## src/rtl/mat_acc_driver.sv

```systemverilog
// Host-side sequencer for the matrix accelerator: streams in A and B,
// pulses start, waits for done and streams C back out.
module mat_acc_driver #(
  parameter int MAT_SIZE    = 2,
  parameter int DAT_SIZE    = 8,
  parameter int TIMEOUT_CYC = 255
) (
  input  logic clk,
  input  logic rst_n,
  input  logic in_valid,
  input  logic [DAT_SIZE-1:0] in_data,
  output logic in_ready,
  output logic out_valid,
  output logic [DAT_SIZE-1:0] out_data,
  input  logic out_ready,
  output logic [MAT_SIZE-1:0][MAT_SIZE-1:0][DAT_SIZE-1:0] mat_A,
  output logic [MAT_SIZE-1:0][MAT_SIZE-1:0][DAT_SIZE-1:0] mat_B,
  output logic start,
  input  logic done,
  input  logic [MAT_SIZE-1:0][MAT_SIZE-1:0][DAT_SIZE-1:0] mat_C,
  output logic busy,
  output logic timeout
);

  localparam int NN = MAT_SIZE * MAT_SIZE;
  localparam int IW = (NN > 1) ? $clog2(NN) : 1;
  localparam logic [IW-1:0] LAST = IW'(NN - 1);
  localparam logic [15:0] TMO = 16'(TIMEOUT_CYC);

  typedef enum logic [2:0] {
    LOAD_A,
    LOAD_B,
    START,
    WAIT,
    DRAIN
  } state_t;

  state_t state;
  logic [IW-1:0] idx;
  logic [15:0] tcnt;

  // Flat row-major storage: element r*N+c lines up with packed [r][c].
  logic [NN-1:0][DAT_SIZE-1:0] a_q;
  logic [NN-1:0][DAT_SIZE-1:0] b_q;
  logic [NN-1:0][DAT_SIZE-1:0] c_q;

  logic in_xfer;
  logic out_xfer;

  assign in_xfer  = in_valid & in_ready;
  assign out_xfer = out_valid & out_ready;
  assign mat_A    = a_q;
  assign mat_B    = b_q;
  assign out_data = c_q[idx];

  always_ff @(posedge clk or negedge rst_n) begin
    if (!rst_n) begin
      state     <= LOAD_A;
      idx       <= '0;
      tcnt      <= '0;
      a_q       <= '0;
      b_q       <= '0;
      c_q       <= '0;
      start     <= 1'b0;
      out_valid <= 1'b0;
      timeout   <= 1'b0;
      busy      <= 1'b0;
      in_ready  <= 1'b1;
    end else begin
      start <= 1'b0;
      unique case (state)
        LOAD_A: begin
          if (in_xfer) begin
            a_q[idx] <= in_data;
            timeout  <= 1'b0;
            busy     <= 1'b1;
            if (idx == LAST) begin
              idx   <= '0;
              state <= LOAD_B;
            end else begin
              idx <= idx + IW'(1);
            end
          end
        end
        LOAD_B: begin
          if (in_xfer) begin
            b_q[idx] <= in_data;
            if (idx == LAST) begin
              idx      <= '0;
              in_ready <= 1'b0;
              start    <= 1'b1;
              state    <= START;
            end else begin
              idx <= idx + IW'(1);
            end
          end
        end
        START: begin
          tcnt  <= '0;
          state <= WAIT;
        end
        WAIT: begin
          // done has priority over an expiring count
          if (done) begin
            c_q       <= mat_C;
            out_valid <= 1'b1;
            state     <= DRAIN;
          end else if (tcnt + 16'd1 == TMO) begin
            timeout  <= 1'b1;
            idx      <= '0;
            in_ready <= 1'b1;
            busy     <= 1'b0;
            state    <= LOAD_A;
          end else begin
            tcnt <= tcnt + 16'd1;
          end
        end
        DRAIN: begin
          if (out_xfer) begin
            if (idx == LAST) begin
              out_valid <= 1'b0;
              idx       <= '0;
              in_ready  <= 1'b1;
              busy      <= 1'b0;
              state     <= LOAD_A;
            end else begin
              idx <= idx + IW'(1);
            end
          end
        end
        default: begin
          state <= LOAD_A;
        end
      endcase
    end
  end

endmodule

```

## config.mk

```make
export PLATFORM = sky130hd
export DESIGN_NAME = mat_acc_driver
export DESIGN_NICKNAME = d
export VERILOG_FILES = /design/src/rtl/mat_acc_driver.sv
export SDC_FILE = /design/constraint.sdc
export NUM_CORES = 1
export LEC_CHECK = 0
export CORE_ASPECT_RATIO = 1.2
export CORE_MARGIN = 2
export CORE_UTILIZATION = 54
export DETAILED_ROUTE_END_ITERATION = 12
export PLACE_DENSITY = 0.85
export RECOVER_POWER = 50
export SLEW_MARGIN = 30
export SYNTH_ARGS = -nofsm -noshare
export SYNTH_HDL_FRONTEND = slang
export SYNTH_SLANG_ARGS = --single-unit
```

## constraint.sdc

```tcl
create_clock -name clk -period 4.3 [get_ports clk]
set_input_delay 0.86 -clock clk [delete_from_list [all_inputs] [get_ports clk]]
set_output_delay 0.86 -clock clk [all_outputs]
set_load 0.02 [all_outputs]
```

==> results of run 1 <==
-- placed cells by master, fill, tap and decap left out, drive strengths merged, types with 6 or more instances in the layout --
master,count
a21oi,6
clkbuf,22
clkdlybuf4s50,115
clkinv,6
dfrtp,121
ha,6
inv,9
mux2,96
mux4,8
nand2,33
nand3,13
nand4,7
nor2,13
o21ai,14
xnor2,8
-- state kept, by name, indices dropped and copies added (netlist names) --
signal and cells:
busy 1, c_q 32, idx 2, in_ready 1, mat_A 32, mat_B 32, out_valid 1, start 1
state 3, tcnt 16, timeout 1
-- worst max-delay path: stages (launching register included) --
cell and delay, ns:
sky130_fd_sc_hd__dfrtp_1 0.79, sky130_fd_sc_hd__mux4_2 0.59, sky130_fd_sc_hd__clkdlybuf4s50_1 0.58
-- routing by layer --
| metal | up-vias | global-route usage | wire length (microns) |
|---|---|---|---|
| met3 | 33 | 0.06452 | 644 |
| met1 | 1948 | 0.3288 | 5199 |
| met5 | - | 0 | 0 |
| li1 | 1730 | - | - |
| met2 | 124 | 0.4378 | 7228 |
| met4 | 0 | 0.1343 | 415 |
-- synthesized netlist by cell type, drive strengths merged, types with 2 or more instances --
cell type,instances
a21o,2
a21oi,6
a31oi,3
and3,3
and4,4
buf,12
clkbuf,6
dfrtp,121
ha,6
inv,8
mux2,96
mux4,8
nand2,33
nand3,13
nand4,7
nor2,13
nor3,5
nor3b,2
nor4,5
o211ai,3
o21ai,14
o21bai,2
o311ai,3
o31ai,2
or3,4
xnor2,8
xor2,2
-- worst min path at each step --
stage,to,slack (ns),cells past startpoint
final,c_q[24],0.50,1
after global routing,mat_B[20],0.51,1
after CTS,tcnt[15],0.49,1
after detailed placement,c_q[22],0.49,1
after global placement,c_q[10],0.48,1
after floorplan,c_q[23],0.47,1
-- layout make-up --
type / instances / share of cell area
multi-input cells: 257 / 0.3094
clock inverters: 12 / 0.02550
flip-flops and latches: 122 / 0.4123
clock buffers: 20 / 0.06164
inverters: 8 / 0.004053
well taps: 126 / 0.02128
repair buffers: 123 / 0.1659
-- kinds of logic after synthesis --
logic type,count (synthesis),synth area share
AND/OR/NAND/NOR,92,0.09707
multiplexers,104,0.2308
buffers and inverters,26,0.02175
flip-flops,122,0.5588
adder cells (fa/ha/maj),6,0.01374
AO/OA/AOI/OAI,45,0.06182
XOR/XNOR,10,0.01603
-- power groups by stage --
stage               clock network [mW]  registers, mW  logic, mW
floorplan                            0           2.24      0.917
global placement                     0           1.96       2.14
detailed placement                   0           2.00       2.19
CTS                               1.55           2.00       2.23
global route                      1.61           2.06       2.33
finish                            1.53           2.01       2.21
==> impl_results.md, run 1 <==
- Final Util: 0.7476
- Number of hold buffers added after CTS: 0
- Cell Count, Final, Fillers Out: 668
- R2R Setup Slk: 1.39 ns
- Number of slew-limit violations in the final report: 83
- Vias/cell: 5.741
- Total nets after synthesis: 456
- Largest area contributor in the netlist: sky130_fd_sc_hd__dfrtp_1
- Overall Power: 5.751 mW
- Switching portion of total power: 0.3359
- Placed cell count: 636
- P_leak: 3.217 nW
- Critical path origin: idx[0]
- Largest net degree at the start of global routing: 75
- Clock latency of the later-clocked register in the worst-skew pair: 0.42 ns
- Slew at the pin closest to its max-slew limit: 2.673 ns
- Depth of the worst register-to-register path: 8
- Worst setup SP type: register
- Fraction of synthesis flops using an asynchronous set or reset pin: 1.000
- Number of antenna violations at the first check in global routing: 0
- Avg Inst Size Synth: 13.49 sq um
- I/O pin count: 122
- Warnings from Yosys: 0
- Sequential fraction of the synthesis area: 0.5588
- Data required time at the worst endpoint: 3.44 ns
- Area of the multi-input gates: 0.002292 sq mm
- Maximum root-to-sink buffer count: 2
- Clock root buffer: sky130_fd_sc_hd__clkbuf_16
- Number of filler instances in the final layout: 620
- Worst R2R End: tcnt[8]
- Clk slew on worst S/H paths: 0.05 ns
- DRC violation count after routing: 0
- # clock sinks: 122
- Setup CP Type: register to output port
- Die Footprint: 0.01094 sq mm
- Setup Fix Bufs, Post-CTS: 0
- Number of flops mapped to enable cells by yosys: 0
- Crit path DAT: 2.39 ns
- CTS tree: built
- Synthesis-to-layout area growth: 35.55%
- Setup-failing EPs final: 0
- Overall overflow remaining after global route: 0
- Std-Cell Rows: 40
- Distinct cells, synth: 54
- Crit path capture: out_data[0]
- Starting density of the core: 0.5515
- Path class of the lowest-slack min-delay path: register to register
- Die X: 95.84 microns
- Violated checks: max-capacitance violations, max-slew violations
- Final hold violations: 0
- Register share of total power: 0.349
- Net switching power figure: 1.932 mW
- TritonRoute pass-1 iters: 4
- Register Area: 0.003054 sq mm
- Largest cells by area after synthesis: sky130_fd_sc_hd__dfrtp_1 (55%), sky130_fd_sc_hd__mux2_2 (20%), sky130_fd_sc_hd__mux4_2 (3.3%)
- Most instantiated flip-flop cell in the synthesis netlist: sky130_fd_sc_hd__dfrtp_1
- Antenna viol nets, final: 0
- Element type at the critical path end: output port
- Final estimated routing congestion in global placement: 0.8781
- P_int: 3.820 mW
- Overall die height: 114.2 microns
- Dpl ws: 1.358 ns
- Max Cap Violations: 2
- Hold Startpoint: c_q[24]
- Global-route wire length before repair: 21630 microns
- Mapped Area: 0.005465 sq mm
- TritonCTS buffer count: 17
- Proportion of netlist area held by the largest area contributor: 0.5540
- Dpl hpwl: 8796 microns
- CTS H-Tree Depth: 4
- Run status: finished, violations left
- Final setup margin: 1.053 ns
- Total wire length: 13490 microns
- Final layout net count: 580
- Sum of negative setup slack: 0 ns
- Core region area: 0.009910 sq mm
- Routed length per placed instance: 20.19 microns
- Number of global-route vias before repair: 4090
- Placement-stage cell area: 0.006770 sq mm
- Reg2Reg Launch Point: tcnt[0]
- Instance count of the mapped netlist: 405
- Setup repair after global routing missed its margin: false
- Post-route clock skew: 0.01193 ns
- CP max FO: 14
- Power per Cell Area: 776.3 mW/mm^2
- Post-route clock period utilization: 0.7552
- Iteration-0 DRC count of the detailed router: 255
- Number of synthesized register bits: 122
- Final design instance area without fill: 0.007408 sq mm
- Part of the power in the clock network: 0.267
- Diode count: 0
- Final hold slack: 0.5005 ns
- Peak supply drop: 0.0005420 V
- Combinational group share of total power: 0.384
- Gr usage total: 0.2674
- Ratio of cells with drive above 1 in the final layout: 0.2804
- CTS resizes: 0
- Via total after detailed routing: 3835
- Minimum clock period: 3.247 ns
- Highest attainable clock frequency: 307.9 MHz
- Remaining max-slew budget at the tightest pin: -0.7820
- Port-buffer cells: 121
Note: power is estimated with default switching activity, not from simulation.
==> run 2, diff against run 1 <==
--- a/config.mk
+++ b/config.mk
@@ -7,9 +7,9 @@
 export LEC_CHECK = 0
 export CORE_ASPECT_RATIO = 1.2
 export CORE_MARGIN = 2
-export CORE_UTILIZATION = 54
+export CORE_UTILIZATION = 46
 export DETAILED_ROUTE_END_ITERATION = 12
-export PLACE_DENSITY = 0.85
+export PLACE_DENSITY = 0.77
 export RECOVER_POWER = 50
 export SLEW_MARGIN = 30
 export SYNTH_ARGS = -nofsm -noshare
==> constraint.sdc (replaced) <==
create_clock -name clk -period 2.7 [get_ports clk]
set_input_delay 0.54 -clock clk [delete_from_list [all_inputs] [get_ports clk]]
set_output_delay 0.54 -clock clk [all_outputs]
set_load 0.02 [all_outputs]
==> impl_results.md, run 2 (synthesis results as in run 1) <==
- Ratio of cells with drive above 1 in the final layout: 0.3022
- Final hold violations: 0
- Reg2Reg Launch Point: tcnt[0]
- Overall die height: 123.4 microns
- Highest-utilization routing layer at the global route stage: met2
- Peak supply drop: 0.0006863 V
- CP max FO: 14
- Largest net degree at the start of global routing: 51
- Remaining max-slew budget at the tightest pin: 0.2026
- Cell Count, Final, Fillers Out: 713
- Max Cap Violations: 0
- Die X: 103.5 microns
- Slowest stage cell, crit path: sky130_fd_sc_hd__clkdlybuf4s50_1
- Slew at the pin closest to its max-slew limit: 1.196 ns
- Diode count: 0
- Final layout net count: 594
- Placed cell count: 677
- Setup CP Type: register to output port
- DRC violation count after routing: 0
- I/O pin count: 122
- Routed length per placed instance: 18.48 microns
- Most common library cell in the layout ignoring fill and taps: sky130_fd_sc_hd__dfrtp_1
- Buffering stage count on the worst path with inverters included: 2
- Power per Cell Area: 1200 mW/mm^2
- R2R Setup Slk: 0.15 ns
- Dpl hpwl: 9034 microns
- Number of filler instances in the final layout: 873
- Minimum clock period: 2.591 ns
- Crit path DAT: 2.05 ns
- Run status: completed
- Number of stages on the worst setup path: 3
- Starting density of the core: 0.4725
- Post-route clock period utilization: 0.9598
- Kind of cell adding the most delay to the critical path: buffers and inverters
- Via total after detailed routing: 3861
- Element type at the critical path end: output port
- GR Util met1: 0.2438
- CTS tree: built
- Overall Power: 9.029 mW
- Total wire length: 13180 microns
- Std-Cell Rows: 43
- Maximum root-to-sink buffer count: 2
- CTS H-Tree Depth: 4
- Worst setup SP type: register
- Met2 track demand over resource: 0.3775
- Final setup margin: 0.1086 ns
- Antenna viol nets, final: 0
- Number of global-route vias before repair: 4000
- # clock sinks: 122
- Global-route track usage on met3: 0.05851
- Overall overflow remaining after global route: 0
- Final design instance area without fill: 0.007525 sq mm
- Global-route wire length before repair: 20910 microns
- Clk slew on worst S/H paths: 0.06 ns
- Number of hold buffers added after CTS: 0
- Core region area: 0.01157 sq mm
- Path class of the lowest-slack min-delay path: input port to asynchronous set/reset pin
- Synthesis-to-layout area growth: 37.68%
- Worst R2R End: tcnt[7]
- Depth of the worst register-to-register path: 9
- TritonRoute pass-1 iters: 5
- Port-buffer cells: 121
- Data required time at the worst endpoint: 2.16 ns
- P_leak: 3.295 nW
- Setup-failing EPs final: 0
- Clock root buffer: sky130_fd_sc_hd__clkbuf_16
- Crit path capture: out_data[2]
- Gr usage total: 0.2135
- Die Footprint: 0.01277 sq mm
- Number of antenna violations at the first check in global routing: 0
- Top library cells by usage in the layout, fill and taps aside: sky130_fd_sc_hd__dfrtp_1 (120), sky130_fd_sc_hd__clkdlybuf4s50_1 (108), sky130_fd_sc_hd__mux2_2 (96)
- Critical-path cell list: buf_6, mux4_2, clkdlybuf4s50_1
- Highest cell delay on the worst timing path: 0.57 ns
- Post-route clock skew: 0.008033 ns
- Number of slew-limit violations in the final report: 0
- Highest attainable clock frequency: 385.9 MHz
- Clock latency of the later-clocked register in the worst-skew pair: 0.41 ns
- Vias/cell: 5.415
- TritonCTS buffer count: 17
- Final estimated routing congestion in global placement: 0.8675
- Iteration-0 DRC count of the detailed router: 295
- Placement-stage cell area: 0.006884 sq mm
- Dpl ws: 0.07714 ns
- Critical path origin: idx[0]
## run 2: cell types whose count changed in the layout (fill, tap and decap cells not counted), moves of 2 or more
cell                              previous run  this run
sky130_fd_sc_hd__buf_4                       0        10
sky130_fd_sc_hd__clkdlybuf4s50_1           115       108
sky130_fd_sc_hd__dlygate4sd3_1               5        12
sky130_fd_sc_hd__clkbuf_2                    0         3
sky130_fd_sc_hd__clkinv_2                    0         3
sky130_fd_sc_hd__clkinv_4                    6         4
## run 2: through the flow
step                  util  TNS, ns  hold WS, ns
finish              0.6505        0       0.3130
global route        0.6505  -0.2138       0.3991
CTS                 0.6486        0       0.1350
detailed placement  0.5951        0       0.4887
global placement    0.5951        0       0.4827
floorplan                -        0       0.2444
## run 2: what timing repair did
item | 4_1_cts | 5_1_grt
resized for setup | 0 | 5
hold endpoints to repair | 0 | 0
setup endpoints to repair | 0 | 25
buffers inserted | 0 | 4
## run 2: worst min path at each step
stage,endpoint,slack [ns],depth (start not counted)
4_1_cts,tcnt[14],0.14,1
5_1_grt,tcnt[14],0.40,1
2_1_floorplan,busy,0.24,0
6_report,tcnt[14],0.31,1
3_5_place_dp,c_q[21],0.49,1
3_3_place_gp,c_q[8],0.48,1
## run 2: power by group
group          internal [mW]  switching, mW
clock network           1.51          0.844
logic                   1.90           1.66
registers               2.61          0.515
total                   6.01           3.02
## run 2: final cells by class
cell class | instances | area (sq um) | area share
tap | 157 | 196.4 | 0.02611
timing repair buffer | 137 | 1314 | 0.1746
sequential | 122 | 3055 | 0.4061
multi-input combinational | 257 | 2311 | 0.3071
clock buffer | 19 | 452.9 | 0.06019
inverter | 8 | 30.03 | 0.003991
clock inverter | 13 | 165.2 | 0.02195
## run 2: layer usage
metal	share of wire	up-vias	routed length [microns]
li1	-	1768	-
met1	0.40	1963	5316
met2	0.53	107	7026
met3	0.039	23	519
met4	0.024	0	315
met5	0	-	0
## run 2: worst reg2reg max path: cells and delay by family, from the launching register on
family | cells | cell delay (ns)
xor gates and xnor gates | 1 | 0.17
and+or+nand+nor | 4 | 0.68
AOI/OAI and AO/OA | 2 | 0.61
buffers and inverters | 1 | 0.24
DFF | 1 | 0.42
adders and majority gates | 1 | 0.31
